File: src/rtl/dm_bus_arbiter_pkg.sv
`default_nettype none
// ============================================================================
//  Module      : dm_bus_arbiter_pkg
//  Description : Shared constants for the DM bus arbiter. Holds the region
//                address map, the region one-hot bit positions and the
//                sequencer state encoding.
//  Revision    : 1.0  initial release
// ============================================================================
package dm_bus_arbiter_pkg;

    // Region address map (inclusive bounds, full 32-bit compare)
    localparam logic [31:0] c_DM_BASE  = 32'h0000_0000;
    localparam logic [31:0] c_DM_END   = 32'h0000_2fff;
    localparam logic [31:0] c_TC0_BASE = 32'h0000_7f00;
    localparam logic [31:0] c_TC0_END  = 32'h0000_7f0b;
    localparam logic [31:0] c_TC1_BASE = 32'h0000_7f10;
    localparam logic [31:0] c_TC1_END  = 32'h0000_7f1b;
    localparam logic [31:0] c_PR_BASE  = 32'h0000_7f20;
    localparam logic [31:0] c_PR_END   = 32'h0000_7f23;

    // Bit positions in the one-hot region vector
    localparam int c_RGN_DM  = 0;
    localparam int c_RGN_TC0 = 1;
    localparam int c_RGN_TC1 = 2;
    localparam int c_RGN_PR  = 3;

    // Sequencer states
    typedef enum logic [1:0] {
        ST_IDLE   = 2'd0,
        ST_ACCESS = 2'd1,
        ST_RESP   = 2'd2
    } state_t;

    // Inclusive range test used by the region decoder
    function automatic logic in_range(input logic [31:0] addr,
                                      input logic [31:0] lo,
                                      input logic [31:0] hi);
        return (addr >= lo) && (addr <= hi);
    endfunction

endpackage
`default_nettype wire

File: src/rtl/dm_region_decode.sv
`default_nettype none
// ============================================================================
//  Module      : dm_region_decode
//  Description : Maps a byte address to a one-hot region vector
//                {Pr, TC1, TC0, DM} and flags addresses that hit no region.
//  Revision    : 1.0  initial release
// ============================================================================
module dm_region_decode
    import dm_bus_arbiter_pkg::*;
(
    input  logic [31:0] i_addr,
    output logic [3:0]  o_region,
    output logic        o_unmapped
);

    logic [3:0] w_region;

    // Each region bit is an independent full-width range compare
    always_comb begin
        w_region            = '0;
        w_region[c_RGN_DM]  = in_range(i_addr, c_DM_BASE,  c_DM_END);
        w_region[c_RGN_TC0] = in_range(i_addr, c_TC0_BASE, c_TC0_END);
        w_region[c_RGN_TC1] = in_range(i_addr, c_TC1_BASE, c_TC1_END);
        w_region[c_RGN_PR]  = in_range(i_addr, c_PR_BASE,  c_PR_END);
    end

    assign o_region   = w_region;
    assign o_unmapped = ~|w_region;

endmodule
`default_nettype wire

File: src/rtl/dm_bus_arbiter.sv
`default_nettype none
// ============================================================================
//  Module      : dm_bus_arbiter
//  Description : Two-master round-robin arbiter and sequencer for the shared
//                data bus. One transaction in flight at a time, per-region
//                wait states, registered read data, unmapped-address errors.
//  Revision    : 1.0  initial release
// ============================================================================
module dm_bus_arbiter
    import dm_bus_arbiter_pkg::*;
#(
    parameter int unsigned DM_WAIT = 1,
    parameter int unsigned IO_WAIT = 0
) (
    input  logic        clk,
    input  logic        reset,
    input  logic        m0_req,
    input  logic [31:0] m0_addr,
    input  logic        m0_we,
    input  logic [3:0]  m0_byteen,
    input  logic [31:0] m0_wdata,
    output logic        m0_gnt,
    output logic        m0_rvalid,
    output logic [31:0] m0_rdata,
    output logic        m0_err,
    input  logic        m1_req,
    input  logic [31:0] m1_addr,
    input  logic        m1_we,
    input  logic [3:0]  m1_byteen,
    input  logic [31:0] m1_wdata,
    output logic        m1_gnt,
    output logic        m1_rvalid,
    output logic [31:0] m1_rdata,
    output logic        m1_err,
    output logic [31:0] bus_addr,
    output logic [31:0] bus_wdata,
    output logic [3:0]  bus_byteen,
    input  logic [31:0] bus_rdata
);

    localparam logic [2:0] c_DM_WAIT = 3'(DM_WAIT);
    localparam logic [2:0] c_IO_WAIT = 3'(IO_WAIT);

    state_t      r_state;
    logic        r_last_grant;   // 1 = m1 was granted last, so m0 wins a tie
    logic        r_master;
    logic [31:0] r_addr;
    logic        r_we;
    logic [3:0]  r_byteen;
    logic [31:0] r_wdata;
    logic        r_err;
    logic [2:0]  r_wait;
    logic [31:0] r_rdata;

    logic        w_idle;
    logic        w_access;
    logic        w_last_access;
    logic        w_resp;
    logic        w_any_req;
    logic        w_pick_m1;
    logic [31:0] w_sel_addr;
    logic        w_sel_we;
    logic [3:0]  w_sel_byteen;
    logic [31:0] w_sel_wdata;
    logic [3:0]  w_region;
    logic        w_unmapped;
    logic [2:0]  w_region_wait;

    assign w_idle        = (r_state == ST_IDLE);
    assign w_access      = (r_state == ST_ACCESS);
    assign w_resp        = (r_state == ST_RESP);
    assign w_last_access = w_access && (r_wait == 3'd0);
    assign w_any_req     = m0_req | m1_req;

    // m1 wins when it is the only requester, or on a tie when m0 went last
    assign w_pick_m1 = m1_req & (~m0_req | ~r_last_grant);

    assign m0_gnt = w_idle & m0_req & ~w_pick_m1;
    assign m1_gnt = w_idle & w_pick_m1;

    assign w_sel_addr   = w_pick_m1 ? m1_addr   : m0_addr;
    assign w_sel_we     = w_pick_m1 ? m1_we     : m0_we;
    assign w_sel_byteen = w_pick_m1 ? m1_byteen : m0_byteen;
    assign w_sel_wdata  = w_pick_m1 ? m1_wdata  : m0_wdata;

    dm_region_decode u_decode (
        .i_addr     (w_sel_addr),
        .o_region   (w_region),
        .o_unmapped (w_unmapped)
    );

    assign w_region_wait = w_region[c_RGN_DM] ? c_DM_WAIT :
                           (|w_region[c_RGN_PR:c_RGN_TC0]) ? c_IO_WAIT : 3'd0;

    // Sequencer: grant and latch in IDLE, count waits in ACCESS, respond in RESP
    always_ff @(posedge clk or posedge reset) begin
        if (reset) begin
            r_state      <= ST_IDLE;
            r_last_grant <= 1'b1;
            r_master     <= 1'b0;
            r_addr       <= '0;
            r_we         <= 1'b0;
            r_byteen     <= '0;
            r_wdata      <= '0;
            r_err        <= 1'b0;
            r_wait       <= '0;
            r_rdata      <= '0;
        end else begin
            case (r_state)
                ST_IDLE: begin
                    if (w_any_req) begin
                        r_master     <= w_pick_m1;
                        r_last_grant <= w_pick_m1;
                        r_addr       <= w_sel_addr;
                        r_we         <= w_sel_we;
                        r_byteen     <= w_sel_byteen;
                        r_wdata      <= w_sel_wdata;
                        r_err        <= w_unmapped;
                        r_wait       <= w_unmapped ? 3'd0 : w_region_wait;
                        r_state      <= ST_ACCESS;
                    end
                end
                ST_ACCESS: begin
                    if (r_wait == 3'd0) begin
                        r_rdata <= (r_we | r_err) ? 32'd0 : bus_rdata;
                        r_state <= ST_RESP;
                    end else begin
                        r_wait <= r_wait - 3'd1;
                    end
                end
                ST_RESP: begin
                    r_state <= ST_IDLE;
                end
                default: begin
                    r_state <= ST_IDLE;
                end
            endcase
        end
    end

    // Bus is driven only while a transaction is in ACCESS; strobe on the final cycle
    assign bus_addr   = w_access ? r_addr  : 32'd0;
    assign bus_wdata  = w_access ? r_wdata : 32'd0;
    assign bus_byteen = (w_last_access && r_we && !r_err) ? r_byteen : 4'd0;

    // Response steered to the master that owns the transaction
    assign m0_rvalid = w_resp & ~r_master;
    assign m1_rvalid = w_resp &  r_master;
    assign m0_rdata  = m0_rvalid ? r_rdata : 32'd0;
    assign m1_rdata  = m1_rvalid ? r_rdata : 32'd0;
    assign m0_err    = m0_rvalid & r_err;
    assign m1_err    = m1_rvalid & r_err;

endmodule
`default_nettype wire
File: config.mk
export PLATFORM = sky130hd
export DESIGN_NAME = dm_bus_arbiter
export DESIGN_NICKNAME = d
export VERILOG_FILES = /design/src/rtl/dm_bus_arbiter_pkg.sv /design/src/rtl/dm_region_decode.sv /design/src/rtl/dm_bus_arbiter.sv
export SDC_FILE = /design/constraint.sdc
export NUM_CORES = 1
export LEC_CHECK = 0
export ABC_AREA = 0
export CORE_AREA = 2 2 124 126
export DETAILED_ROUTE_END_ITERATION = 10
export DIE_AREA = 0 0 126 128
export PLACE_DENSITY = 0.81
export SLEW_MARGIN = 25
export SYNTH_ARGS = -nofsm -noshare
export SYNTH_HDL_FRONTEND = slang
export SYNTH_SLANG_ARGS = --single-unit
File: constraint.sdc
create_clock -name clk -period 5 [get_ports clk]
set_input_delay 1 -clock clk [delete_from_list [all_inputs] [get_ports clk]]
set_output_delay 1 -clock clk [all_outputs]
set_load 0.02 [all_outputs]
==> flow_summary.rst <==
.. list-table::
   :header-rows: 1

   * - Metric
     - Value
   * - Run status
     - finished clean
   * - Clock net sink count
     - 109
   * - Max_cap viols
     - 0
   * - Count of input and output buffers
     - between 300 and 400
   * - Die Wd
     - 126 um
   * - Antenna violations before repair
     - 0
   * - Post-route ant nets
     - 0
   * - Post-layout instance count excluding filler cells
     - 1,206
   * - Die Y
     - 128 um
   * - Cell area after synthesis
     - 5840 um^2
   * - Total wire length after detailed routing
     - 19,100 um
   * - Fraction of the yosys area taken by sequential cells
     - 0.468
   * - Clock skew
     - approximately 0.008 ns
   * - Number of distinct standard cells referenced by the synthesized netlist
     - 34
   * - Number of nets produced by synthesis
     - 912
   * - Max-slew violation count
     - 0
   * - Vias after detailed routing
     - 5,944
   * - Element type at the critical path end
     - output port
   * - Area of all placed cells without fillers
     - about 9400 um^2
   * - Total leakage power
     - around 3.8 nW
   * - Final hold viol count
     - 0
   * - Number of global-route vias before repair
     - 5,816
   * - Number of buffers inserted for hold repair after clock tree synthesis
     - 0
   * - Number of endpoints failing setup at the final stage
     - 0
   * - Worst-path maximum fanout
     - 5
   * - Power density over cell area
     - 464 nW/um^2
   * - Synth Flop Type
     - dfrtp_1
   * - Setup CP Type
     - in2out
   * - Fmax
     - approximately 270 MHz
   * - Worst IR drop on VDD
     - 0.266 mV
   * - Arrival time reported for the critical path endpoint
     - 2.75 ns
   * - CTS Root Cell
     - clkbuf_16
   * - Cell count after placement
     - 1,190
   * - Area occupied by multi-input gates
     - 2870 um^2
   * - Clock input transition at the sequential cells of the worst setup and hold paths
     - ~0.070 ns
   * - TritonCTS clock tree
     - done
   * - Cts bufs inserted
     - 9
   * - TritonRoute pass-1 iters
     - 4
   * - Number of nets at the end of the flow
     - between 1,000 and 1,500
   * - Number of top-level pins
     - 312
   * - Wire length of the first global-routing pass
     - 30,100 um
   * - DR iter-0 viols
     - around 280
   * - Final critical delay including setup and external delays
     - 3.75 ns
   * - Sequential Area
     - 2730 um^2
   * - Number of placement rows
     - 45
   * - FILL cells
     - 1,304
   * - Area Growth Syn to Fin
     - 60.5%
   * - EDFF count, synth
     - 0
   * - Setup repair after global routing missed its margin
     - no
   * - Diode insertion count for antenna repair
     - 0
   * - Worst-case clock buffer depth
     - 2
   * - Fraction of registers with async set or reset after synthesis
     - 1.00
   * - Setup Buffers After CTS
     - 0
   * - Core region area
     - 14,900 um^2
   * - Post-CTS Resized
     - 0
   * - Number of levels in the clock H-tree
     - 3
   * - Tightest Pin Transition
     - 0.984 ns
   * - Area of placed instances
     - 9040 um^2
   * - Setup TNS
     - 0 ns
   * - Share of the cycle needed by the critical path after routing
     - 0.749
   * - Synthesized instance count
     - 736
   * - Global placer's final weighted congestion
     - about 0.87
   * - Post-DR wirelength/cell
     - about 16 um
   * - Slew margin rel.
     - 0.343
   * - Pin count of the biggest net entering global routing
     - 78
   * - Total power
     - 4.34 mW
   * - Fin util
     - 0.630
   * - Warnings, synthesis
     - 0
   * - Effective utilization at floorplan
     - 0.393
   * - Post-detailed-route via-to-cell ratio
     - approximately 4.9
   * - Fraction of final layout cells with drive strength greater than 1
     - 0.0344
   * - Total routing usage reported by global routing
     - 0.237
   * - Crit path launch type
     - primary input
   * - Post-synthesis sequential element count
     - between 100 and 150
   * - Half-perimeter wire length after detailed placement
     - 14,100 um
   * - DRC
     - 0
   * - Clk Latency, worst-skew pair
     - 0.35 ns
   * - Critical path data required time
     - 4.00 ns
   * - Min-delay worst type
     - reg2reg
   * - Overflow after GRT
     - 0
   * - Synthesized area per cell
     - 7.93 um^2
   * - Die Footprint
     - around 16,000 um^2
## critical path: stages
cell	delay, ns
clkdlybuf4s50_1	0.53
a21bo_2	0.28
nor3_1	0.26
clkdlybuf4s50_1	0.68
## cells in the final DEF (no fill, tap or decap), drive strengths merged, types with 3 or more instances in the layout
cell,count
clkdlybuf4s50,311
nand2,205
and2,135
dfrtp,108
nor2,74
a31oi,70
o21ai,37
clkbuf,11
buf,10
nor4,8
nor3,7
a21oi,5
inv,5
nand4,3
## metrics by stage
| step | setup WS [ns] | hold slack [ns] |
|---|---|---|
| global placement | 1.29 | 0.470 |
| finish | 1.25 | 0.493 |
| CTS | 1.26 | 0.495 |
| floorplan | 1.13 | 0.455 |
| global route | 1.16 | 0.526 |
| detailed placement | 1.25 | 0.479 |
## sequential cells by signal, summed over array words and instances (netlist names)
signal / flops
r_byteen: 4
r_wait: 3
r_addr: 32
r_state: 2
r_err: 1
r_wdata: 32
r_last_grant: 1
r_master: 1
r_rdata: 32
r_we: 1
## cells in the mapped netlist, types with 2 or more instances
master    count  area share
a21boi_0      2      0.0026
a21o_1        2      0.0026
a21oi_1       5      0.0043
a31oi_1      70       0.075
and2_1      135        0.14
and3_1        2      0.0021
buf_2        24       0.021
buf_4         2      0.0026
clkbuf_1     28       0.018
dfrtp_1     108        0.46
ha_1          2      0.0043
inv_1         5      0.0032
nand2_1     205        0.13
nand3b_1      2      0.0026
nand4_1       3      0.0032
nor2_1       74       0.048
nor3_1        7      0.0060
nor3b_1       2      0.0026
nor4_1        7      0.0075
nor4bb_1      2      0.0034
o21ai_0      36       0.031
## layout make-up
class                      count  share of cell area
multi-input combinational    567               0.307
sequential                   109               0.291
timing repair buffer         321               0.340
clock inverter                 5             0.00908
clock buffer                  11              0.0248
tap                          188              0.0251
inverter                       5             0.00254
## cell families (layout without fill, tap and decap cells)
kind of cell	count (synthesis)	count (layout)	share of synthesized area
adders and majority gates	2	2	0.00429
muxes	1	1	0.00193
DFF	109	109	0.468
AOI/OAI and AO/OA	119	119	0.121
buffers and inverters	60	342	0.0450
and+or+nand+nor	445	445	0.360
## final timing paths
check	startpoint	end	slack, ns	cells after the start
min reg2reg	r_rdata[16]$_DFFE_PP0P_	r_rdata[16]$_DFFE_PP0P_	0.49	2
min in group asynchronous	reset	r_rdata[3]$_DFFE_PP0P_	1.13	2
max reg2reg	r_state[0]$_DFFE_PP0P_	r_byteen[1]$_DFFE_PP0P_	2.89	5
min	r_rdata[16]$_DFFE_PP0P_	r_rdata[16]$_DFFE_PP0P_	0.49	2
max	m0_req	m1_gnt	1.25	4
max in group asynchronous	reset	r_wdata[9]$_DFFE_PP0P_	2.89	3
## metal layers
layer	up-vias	global-route usage	routed length, um
met2	243	0.415	9470
met5	-	0	0
met1	2704	0.269	7450
met3	36	0.0739	1560
li1	2961	-	-
met4	0	0.100	584
## report_power, final
part | internal, mW | switching (mW) | leakage (nW)
registers | 1.20 | 0.154 | 1.31
clock network | 0.442 | 0.334 | 0.150
logic | 0.993 | 1.23 | 2.33
No activity file was read; power rests on OpenSTA's default activity.
